==> config.mk <==
export PLATFORM = sky130hd
export DESIGN_NAME = load_store_unit_flat
export DESIGN_NICKNAME = d
export VERILOG_FILES = /design/src/rtl/load_store_unit_if.sv /design/src/rtl/load_store_unit.sv /design/src/flat_wrapper.sv
export SDC_FILE = /design/constraint.sdc
export NUM_CORES = 1
export LEC_CHECK = 0
export BUFFER_PORTS_ARGS = -buffer_cell sky130_fd_sc_hd__buf_2
export CORE_ASPECT_RATIO = 1.4
export CORE_MARGIN = 2
export CORE_UTILIZATION = 34
export DETAILED_ROUTE_END_ITERATION = 8
export GPL_TIMING_DRIVEN = 0
export PLACE_DENSITY = 0.61
export SETUP_SLACK_MARGIN = 0.3
export SLEW_MARGIN = 0
export SYNTH_ARGS = -nofsm -noshare
export SYNTH_HDL_FRONTEND = slang
export SYNTH_SLANG_ARGS = --single-unit
export TNS_END_PERCENT = 10
==> constraint.sdc <==
create_clock -name clk_i -period 7.1 [get_ports clk_i]
set_input_delay 1.065 -clock clk_i [delete_from_list [all_inputs] [get_ports clk_i]]
set_output_delay 1.065 -clock clk_i [all_outputs]
set_load 0.01 [all_outputs]
==> src/rtl/load_store_unit_if.sv <==
// Request/response and data-memory bus of the MEM-stage load/store unit.
// slave: the load/store unit itself. master: execute stage, writeback and data_memory side.
interface load_store_unit_if #(
  parameter int unsigned depth_p = 1024
);
  localparam int unsigned aw = $clog2(depth_p * 4);

  logic          req_valid_i;
  logic          req_ready_o;
  logic          req_we_i;
  logic [1:0]    req_size_i;
  logic          req_unsigned_i;
  logic [31:0]   req_addr_i;
  logic [31:0]   req_wdata_i;
  logic [4:0]    req_rd_i;

  logic          resp_valid_o;
  logic [31:0]   resp_data_o;
  logic [4:0]    resp_rd_o;
  logic          store_done_o;
  logic          misalign_o;
  logic [31:0]   misalign_addr_o;

  logic [aw-1:0] mem_addr_o;
  logic          mem_re_o;
  logic          mem_we_o;
  logic [31:0]   mem_wdata_o;
  logic [3:0]    mem_wmask_o;
  logic [31:0]   mem_rdata_i;
  logic          mem_busy_i;

  modport slave (
    input  req_valid_i, req_we_i, req_size_i, req_unsigned_i, req_addr_i, req_wdata_i, req_rd_i,
    input  mem_rdata_i, mem_busy_i,
    output req_ready_o, resp_valid_o, resp_data_o, resp_rd_o, store_done_o, misalign_o,
    output misalign_addr_o, mem_addr_o, mem_re_o, mem_we_o, mem_wdata_o, mem_wmask_o
  );

  modport master (
    output req_valid_i, req_we_i, req_size_i, req_unsigned_i, req_addr_i, req_wdata_i, req_rd_i,
    output mem_rdata_i, mem_busy_i,
    input  req_ready_o, resp_valid_o, resp_data_o, resp_rd_o, store_done_o, misalign_o,
    input  misalign_addr_o, mem_addr_o, mem_re_o, mem_we_o, mem_wdata_o, mem_wmask_o
  );
endinterface

==> src/rtl/load_store_unit.sv <==
// MEM-stage load/store unit: one request at a time, drives data_memory with
// byte address/mask/replicated data, waits out partial-store RMW, extends loads.
module load_store_unit #(
  parameter int unsigned depth_p = 1024
) (
  input logic              clk_i,
  input logic              reset_i,
  load_store_unit_if.slave bus
);
  localparam int unsigned aw = $clog2(depth_p * 4);

  typedef enum logic [1:0] {IDLE, LOAD_WAIT, STORE_WAIT} state_e;

  state_e        r_state, w_state_nxt;
  logic          w_accept, w_misalign;
  logic [1:0]    w_off;
  logic [31:0]   w_wdata;
  logic [3:0]    w_mask;
  logic [31:0]   w_shifted, w_load_ext;

  logic [aw-1:0] w_mem_addr;
  logic          w_mem_re, w_mem_we;
  logic [31:0]   w_mem_wdata;
  logic [3:0]    w_mem_wmask;

  logic [aw-1:0] r_addr;
  logic [31:0]   r_wdata;
  logic [3:0]    r_mask;
  logic [1:0]    r_off, r_size;
  logic          r_unsigned;
  logic [4:0]    r_ld_rd;
  logic          r_resp_valid, r_store_done, r_misalign;
  logic [31:0]   r_resp_data, r_misalign_addr;
  logic [4:0]    r_resp_rd;

  // Gating with reset keeps every memory output at zero while reset is held.
  assign w_accept = bus.req_valid_i && (r_state == IDLE) && !reset_i;
  assign w_off    = bus.req_addr_i[1:0];

  // Decode request size into lane-replicated data, byte mask and alignment fault
  always_comb begin
    w_misalign = 1'b0;
    w_wdata    = bus.req_wdata_i;
    w_mask     = 4'hF;
    case (bus.req_size_i)
      2'b00: begin
        w_wdata = {4{bus.req_wdata_i[7:0]}};
        w_mask  = 4'b0001 << w_off;
      end
      2'b01: begin
        w_wdata    = {2{bus.req_wdata_i[15:0]}};
        w_mask     = 4'b0011 << w_off;
        w_misalign = w_off[0];
      end
      2'b10:   w_misalign = (w_off != 2'b00);
      default: w_misalign = 1'b1;
    endcase
  end

  // Select the addressed lane of the returned word and extend it
  always_comb begin
    w_shifted = bus.mem_rdata_i >> {r_off, 3'b000};
    case (r_size)
      2'b00:   w_load_ext = r_unsigned ? {24'h0, w_shifted[7:0]}
                                       : {{24{w_shifted[7]}}, w_shifted[7:0]};
      2'b01:   w_load_ext = r_unsigned ? {16'h0, w_shifted[15:0]}
                                       : {{16{w_shifted[15]}}, w_shifted[15:0]};
      default: w_load_ext = bus.mem_rdata_i;
    endcase
  end

  // Next state and memory drive: live request in the accept cycle, registered copy otherwise
  always_comb begin
    w_state_nxt = r_state;
    w_mem_addr  = r_addr;
    w_mem_wdata = r_wdata;
    w_mem_wmask = r_mask;
    w_mem_re    = 1'b0;
    w_mem_we    = 1'b0;
    case (r_state)
      IDLE: begin
        if (w_accept) begin
          w_mem_addr  = bus.req_addr_i[aw-1:0];
          w_mem_wdata = w_wdata;
          w_mem_wmask = w_mask;
          if (!w_misalign) begin
            if (bus.req_we_i) begin
              w_mem_we = 1'b1;
              if (bus.mem_busy_i) w_state_nxt = STORE_WAIT;
            end else begin
              w_mem_re    = 1'b1;
              w_state_nxt = LOAD_WAIT;
            end
          end
        end
      end
      LOAD_WAIT:  w_state_nxt = IDLE;
      STORE_WAIT: if (!bus.mem_busy_i) w_state_nxt = IDLE;
      default:    w_state_nxt = IDLE;
    endcase
  end

  // State register
  always_ff @(posedge clk_i or posedge reset_i) begin
    if (reset_i) r_state <= IDLE;
    else         r_state <= w_state_nxt;
  end

  // Request copies and single-cycle result pulses
  always_ff @(posedge clk_i or posedge reset_i) begin
    if (reset_i) begin
      r_addr          <= '0;
      r_wdata         <= '0;
      r_mask          <= '0;
      r_off           <= '0;
      r_size          <= '0;
      r_unsigned      <= 1'b0;
      r_ld_rd         <= '0;
      r_resp_valid    <= 1'b0;
      r_resp_data     <= '0;
      r_resp_rd       <= '0;
      r_store_done    <= 1'b0;
      r_misalign      <= 1'b0;
      r_misalign_addr <= '0;
    end else begin
      r_resp_valid <= 1'b0;
      r_store_done <= 1'b0;
      r_misalign   <= 1'b0;
      case (r_state)
        IDLE: begin
          if (w_accept) begin
            r_addr     <= bus.req_addr_i[aw-1:0];
            r_wdata    <= w_wdata;
            r_mask     <= w_mask;
            r_off      <= w_off;
            r_size     <= bus.req_size_i;
            r_unsigned <= bus.req_unsigned_i;
            r_ld_rd    <= bus.req_rd_i;
            if (w_misalign) begin
              r_misalign      <= 1'b1;
              r_misalign_addr <= bus.req_addr_i;
            end else if (bus.req_we_i && !bus.mem_busy_i) begin
              r_store_done <= 1'b1;
            end
          end
        end
        LOAD_WAIT: begin
          r_resp_valid <= 1'b1;
          r_resp_data  <= w_load_ext;
          r_resp_rd    <= r_ld_rd;
        end
        STORE_WAIT: if (!bus.mem_busy_i) r_store_done <= 1'b1;
        default: ;
      endcase
    end
  end

  assign bus.req_ready_o     = (r_state == IDLE);
  assign bus.resp_valid_o    = r_resp_valid;
  assign bus.resp_data_o     = r_resp_data;
  assign bus.resp_rd_o       = r_resp_rd;
  assign bus.store_done_o    = r_store_done;
  assign bus.misalign_o      = r_misalign;
  assign bus.misalign_addr_o = r_misalign_addr;
  assign bus.mem_addr_o      = w_mem_addr;
  assign bus.mem_re_o        = w_mem_re;
  assign bus.mem_we_o        = w_mem_we;
  assign bus.mem_wdata_o     = w_mem_wdata;
  assign bus.mem_wmask_o     = w_mem_wmask;
endmodule

==> src/flat_wrapper.sv <==
// flat-port wrapper written by rule: the top's interface ports become plain ports
module load_store_unit_flat 
#(
  parameter int unsigned depth_p = 1024
)
  (clk_i, reset_i, bus_req_valid_i, bus_req_we_i, bus_req_size_i, bus_req_unsigned_i, bus_req_addr_i, bus_req_wdata_i, bus_req_rd_i, bus_mem_rdata_i, bus_mem_busy_i, bus_req_ready_o, bus_resp_valid_o, bus_resp_data_o, bus_resp_rd_o, bus_store_done_o, bus_misalign_o, bus_misalign_addr_o, bus_mem_addr_o, bus_mem_re_o, bus_mem_we_o, bus_mem_wdata_o, bus_mem_wmask_o);
  load_store_unit_if #(.depth_p(depth_p)) bus_i ();
  input logic clk_i;
  input logic reset_i;
  input wire logic [$bits(bus_i.req_valid_i)-1:0] bus_req_valid_i;
  input wire logic [$bits(bus_i.req_we_i)-1:0] bus_req_we_i;
  input wire logic [$bits(bus_i.req_size_i)-1:0] bus_req_size_i;
  input wire logic [$bits(bus_i.req_unsigned_i)-1:0] bus_req_unsigned_i;
  input wire logic [$bits(bus_i.req_addr_i)-1:0] bus_req_addr_i;
  input wire logic [$bits(bus_i.req_wdata_i)-1:0] bus_req_wdata_i;
  input wire logic [$bits(bus_i.req_rd_i)-1:0] bus_req_rd_i;
  input wire logic [$bits(bus_i.mem_rdata_i)-1:0] bus_mem_rdata_i;
  input wire logic [$bits(bus_i.mem_busy_i)-1:0] bus_mem_busy_i;
  output wire logic [$bits(bus_i.req_ready_o)-1:0] bus_req_ready_o;
  output wire logic [$bits(bus_i.resp_valid_o)-1:0] bus_resp_valid_o;
  output wire logic [$bits(bus_i.resp_data_o)-1:0] bus_resp_data_o;
  output wire logic [$bits(bus_i.resp_rd_o)-1:0] bus_resp_rd_o;
  output wire logic [$bits(bus_i.store_done_o)-1:0] bus_store_done_o;
  output wire logic [$bits(bus_i.misalign_o)-1:0] bus_misalign_o;
  output wire logic [$bits(bus_i.misalign_addr_o)-1:0] bus_misalign_addr_o;
  output wire logic [$bits(bus_i.mem_addr_o)-1:0] bus_mem_addr_o;
  output wire logic [$bits(bus_i.mem_re_o)-1:0] bus_mem_re_o;
  output wire logic [$bits(bus_i.mem_we_o)-1:0] bus_mem_we_o;
  output wire logic [$bits(bus_i.mem_wdata_o)-1:0] bus_mem_wdata_o;
  output wire logic [$bits(bus_i.mem_wmask_o)-1:0] bus_mem_wmask_o;
  assign bus_i.req_valid_i = bus_req_valid_i;
  assign bus_i.req_we_i = bus_req_we_i;
  assign bus_i.req_size_i = bus_req_size_i;
  assign bus_i.req_unsigned_i = bus_req_unsigned_i;
  assign bus_i.req_addr_i = bus_req_addr_i;
  assign bus_i.req_wdata_i = bus_req_wdata_i;
  assign bus_i.req_rd_i = bus_req_rd_i;
  assign bus_i.mem_rdata_i = bus_mem_rdata_i;
  assign bus_i.mem_busy_i = bus_mem_busy_i;
  assign bus_req_ready_o = bus_i.req_ready_o;
  assign bus_resp_valid_o = bus_i.resp_valid_o;
  assign bus_resp_data_o = bus_i.resp_data_o;
  assign bus_resp_rd_o = bus_i.resp_rd_o;
  assign bus_store_done_o = bus_i.store_done_o;
  assign bus_misalign_o = bus_i.misalign_o;
  assign bus_misalign_addr_o = bus_i.misalign_addr_o;
  assign bus_mem_addr_o = bus_i.mem_addr_o;
  assign bus_mem_re_o = bus_i.mem_re_o;
  assign bus_mem_we_o = bus_i.mem_we_o;
  assign bus_mem_wdata_o = bus_i.mem_wdata_o;
  assign bus_mem_wmask_o = bus_i.mem_wmask_o;
  load_store_unit #(.depth_p(depth_p)) u_core (.clk_i(clk_i), .reset_i(reset_i), .bus(bus_i));
endmodule
==> results.toml <==
[cts]
cts_resized = 0
cts_inserted_buffers = 17
root_buffer = "clkbuf_16"
cts_tree = "done"
cts_hold_buf = 0
cts_setup_buffers = 0
cts-htree-levels = 4
clock_sinks = 132
clk_pin_slew_ns = 0.06
clk_path_buf_depth = 2
clkLatencyLatePin_ns = 0.42

[synthesis]
synth_edf_count = 0
yosysWarnings = 0
ys_seq_area_share_pct = 56.0
yosys-top-cells-area = "dfrtp_1 (56%), nand2_1 (9.7%), mux2_4 (7.4%)"
yosys.area.top_type = "dfrtp_1"
syn_nets = 688
yosys.cell_count.top_type = "nand2_1"
async_flop_share_pct = 100
synthFlopType = "dfrtp_1"
synth_top_area_share_pct = 56.0
synth_cells = 579
yosys-top-cells-count = "nand2_1 (153), dfrtp_1 (132), o21ai_0 (44)"
synth.avg_cell_area_um2 = 10.2
synth.ff_latch_count = 132
synthesis.area_mm2 = 0.00590
netlist-cell-type-count = 31

[power]
p_per_area_mw_per_mm2 = 316
total_power_mw = 2.51
irDropWorstVdd_mv = 0.128
leakage_nw = 4.28

[global_routing]
use_met3_pct = 5.09
globalRouteMet2Util_pct = 32.1
grt_pass1_wl_mm = 27.1
grt_pass1_vias = 5164
antenna_found_initial = 0
gr-usage-met1_pct = 21.7
grt_overflow = 0
busiest_layer = "met2"
grt_usage_pct = 19.1
grt_max_degree = 91

[worst_setup_path]
end_kind = "primary output"
required_ns = 6.03
critPathArrivalTime_ns = 3.41
worst-path-max-fanout = 90
r2r_slack_ns = 5.04
cp-start-kind = "primary input"
worstSetupPathType = "primary input to primary output"

[timing]
slew_viol_final = 0
setup_violations = 0
tightest_slew_ns = 0.684
fin_hold_ws_ns = 0.463
hold_viol = 0
rsz0062_at_grt = "no"
fin_crit_sh_pct = 63.0
setup-tns-final_ns = 0
setup_slack_ns = 2.62
finalClockSkew_ns = 0.0113
finalCriticalPeriod_ns = 4.48
max_slew_margin_pct = 54.4
fmax_mhz = 223

[placed_design]
numPortBuffers = 230
numPlacedInstances = 1046
dp_hpwl_mm = 13.3
place.gp.congestion = 0.877
pre_cts_slack_ns = 2.52

[die]
design.die.area_mm2 = 0.0184
io_pins = 232
rows = 57
start_util_pct = 34.3
die_h_um = 160
core-area_mm2 = 0.0172
die_w_um = 115

[hold_path]
hold_path_class = "register to register"

[detailed_routing]
vias_per_cell = 4.70
drt-total-wl_mm = 17.5
postRouteAntennaNets = 0
wl_per_cell_um = 16.2
drc_errors = 0
drt_iter0_markers = 288
vias = 5069
drtPass1Iterations = 4

[run]
maxCapViolCount = 0

[final_layout]
regArea_mm2 = 0.00330
finalNonFillerCells = 1078
area_growth_pct = 35.0
drive_above_1_share_pct = 36.5
multiInputGateArea_mm2 = 0.00238
fillers = 1723
layout.nets = 938
num_antenna_cells = 0

[run_status]
status = "complete, no violations"
## worst max-delay path, stage by stage
cell and delay, ns:
buf_2 0.12, inv_6 0.32, buf_16 0.40, and3_1 0.22, clkbuf_1 0.33, buf_1 0.44, o21ai_0 0.18, nand2_1 0.13
buf_2 0.14
## kinds of logic after synthesis
logic type,share of synthesized area (%)
AOI/OAI and AO/OA,9.65
DFF,56.0
and+or+nand+nor,16.6
buffers and inverters,3.63
muxes,14.1
## final cells by class
cell class                 count  area share [%]
multi-input combinational    402            29.9
timing repair buffer         231            14.8
buffer                        40            2.45
clock inverter                12            1.62
clock buffer                  20            5.74
tap                          236            3.71
sequential                   132            41.5
inverter                       5           0.299
## where the power goes
| group | internal, mW | switching [mW] |
|---|---|---|
| combinational | 0.289 | 0.359 |
| clock | 0.535 | 0.340 |
| sequential | 0.919 | 0.0722 |
| total | 1.74 | 0.771 |
## sequential cells by signal, indices dropped and copies added (netlist names)
| register | cells |
|---|---|
| u_core.bus.misalign_addr_o | 32 |
| u_core.bus.resp_data_o | 32 |
| u_core.r_wdata | 32 |
| u_core.r_addr | 12 |
| u_core.bus.resp_rd_o | 5 |
| u_core.r_ld_rd | 5 |
| u_core.r_mask | 4 |
| u_core.r_off | 2 |
| u_core.r_size | 2 |
| u_core.r_state | 2 |
| u_core.bus.misalign_o | 1 |
| u_core.bus.resp_valid_o | 1 |
| u_core.bus.store_done_o | 1 |
| u_core.r_unsigned | 1 |
## final timing paths
check	depth (start not counted)	from	to
setup reg to reg	6	u_core.r_state[0]	u_core.bus.misalign_addr_o[11]
max in group asynchronous	3	reset_i	u_core.bus.resp_data_o[21]
hold / removal	2	u_core.r_ld_rd[1]	u_core.bus.resp_rd_o[1]
hold reg to reg	2	u_core.r_ld_rd[1]	u_core.bus.resp_rd_o[1]
setup / recovery	9	reset_i	bus_mem_wmask_o[0]
min in group asynchronous	2	reset_i	u_core.bus.misalign_addr_o[26]
## per-stage QoR
step / cell area [µm²] / utilization [%]
after floorplan: 5900 / -
after global placement: 7340 / 42.7
after detailed placement: 7380 / 42.9
after CTS: 7960 / 46.3
after global routing: 7960 / 46.3
final: 7960 / 46.3
## cells in the final DEF (no fill, tap or decap), types with 5 or more instances in the layout
| cell | netlist | final |
|---|---|---|
| nand2_1 | 153 | 153 |
| buf_1 | 5 | 5 |
| buf_2 | 6 | 236 |
| clkbuf_16 | 0 | 17 |
| dfrtp_1 | 132 | 132 |
| nand3_1 | 33 | 33 |
| mux2i_1 | 36 | 36 |
| a2bb2oi_1 | 6 | 6 |
| a21o_1 | 14 | 14 |
| buf_6 | 5 | 5 |
| o22ai_1 | 7 | 7 |
| a21oi_1 | 19 | 19 |
| o21ai_0 | 44 | 44 |
| mux2_4 | 29 | 29 |
| clkbuf_1 | 24 | 25 |
| nor2_1 | 32 | 32 |
## routing by layer
metal,vias to the layer above,share of wire [%]
li1,2458,-
met5,-,0.029
met1,2367,41
met2,210,49
met4,2,3.6
met3,32,6.6
No activity file was read; power rests on OpenSTA's default activity.
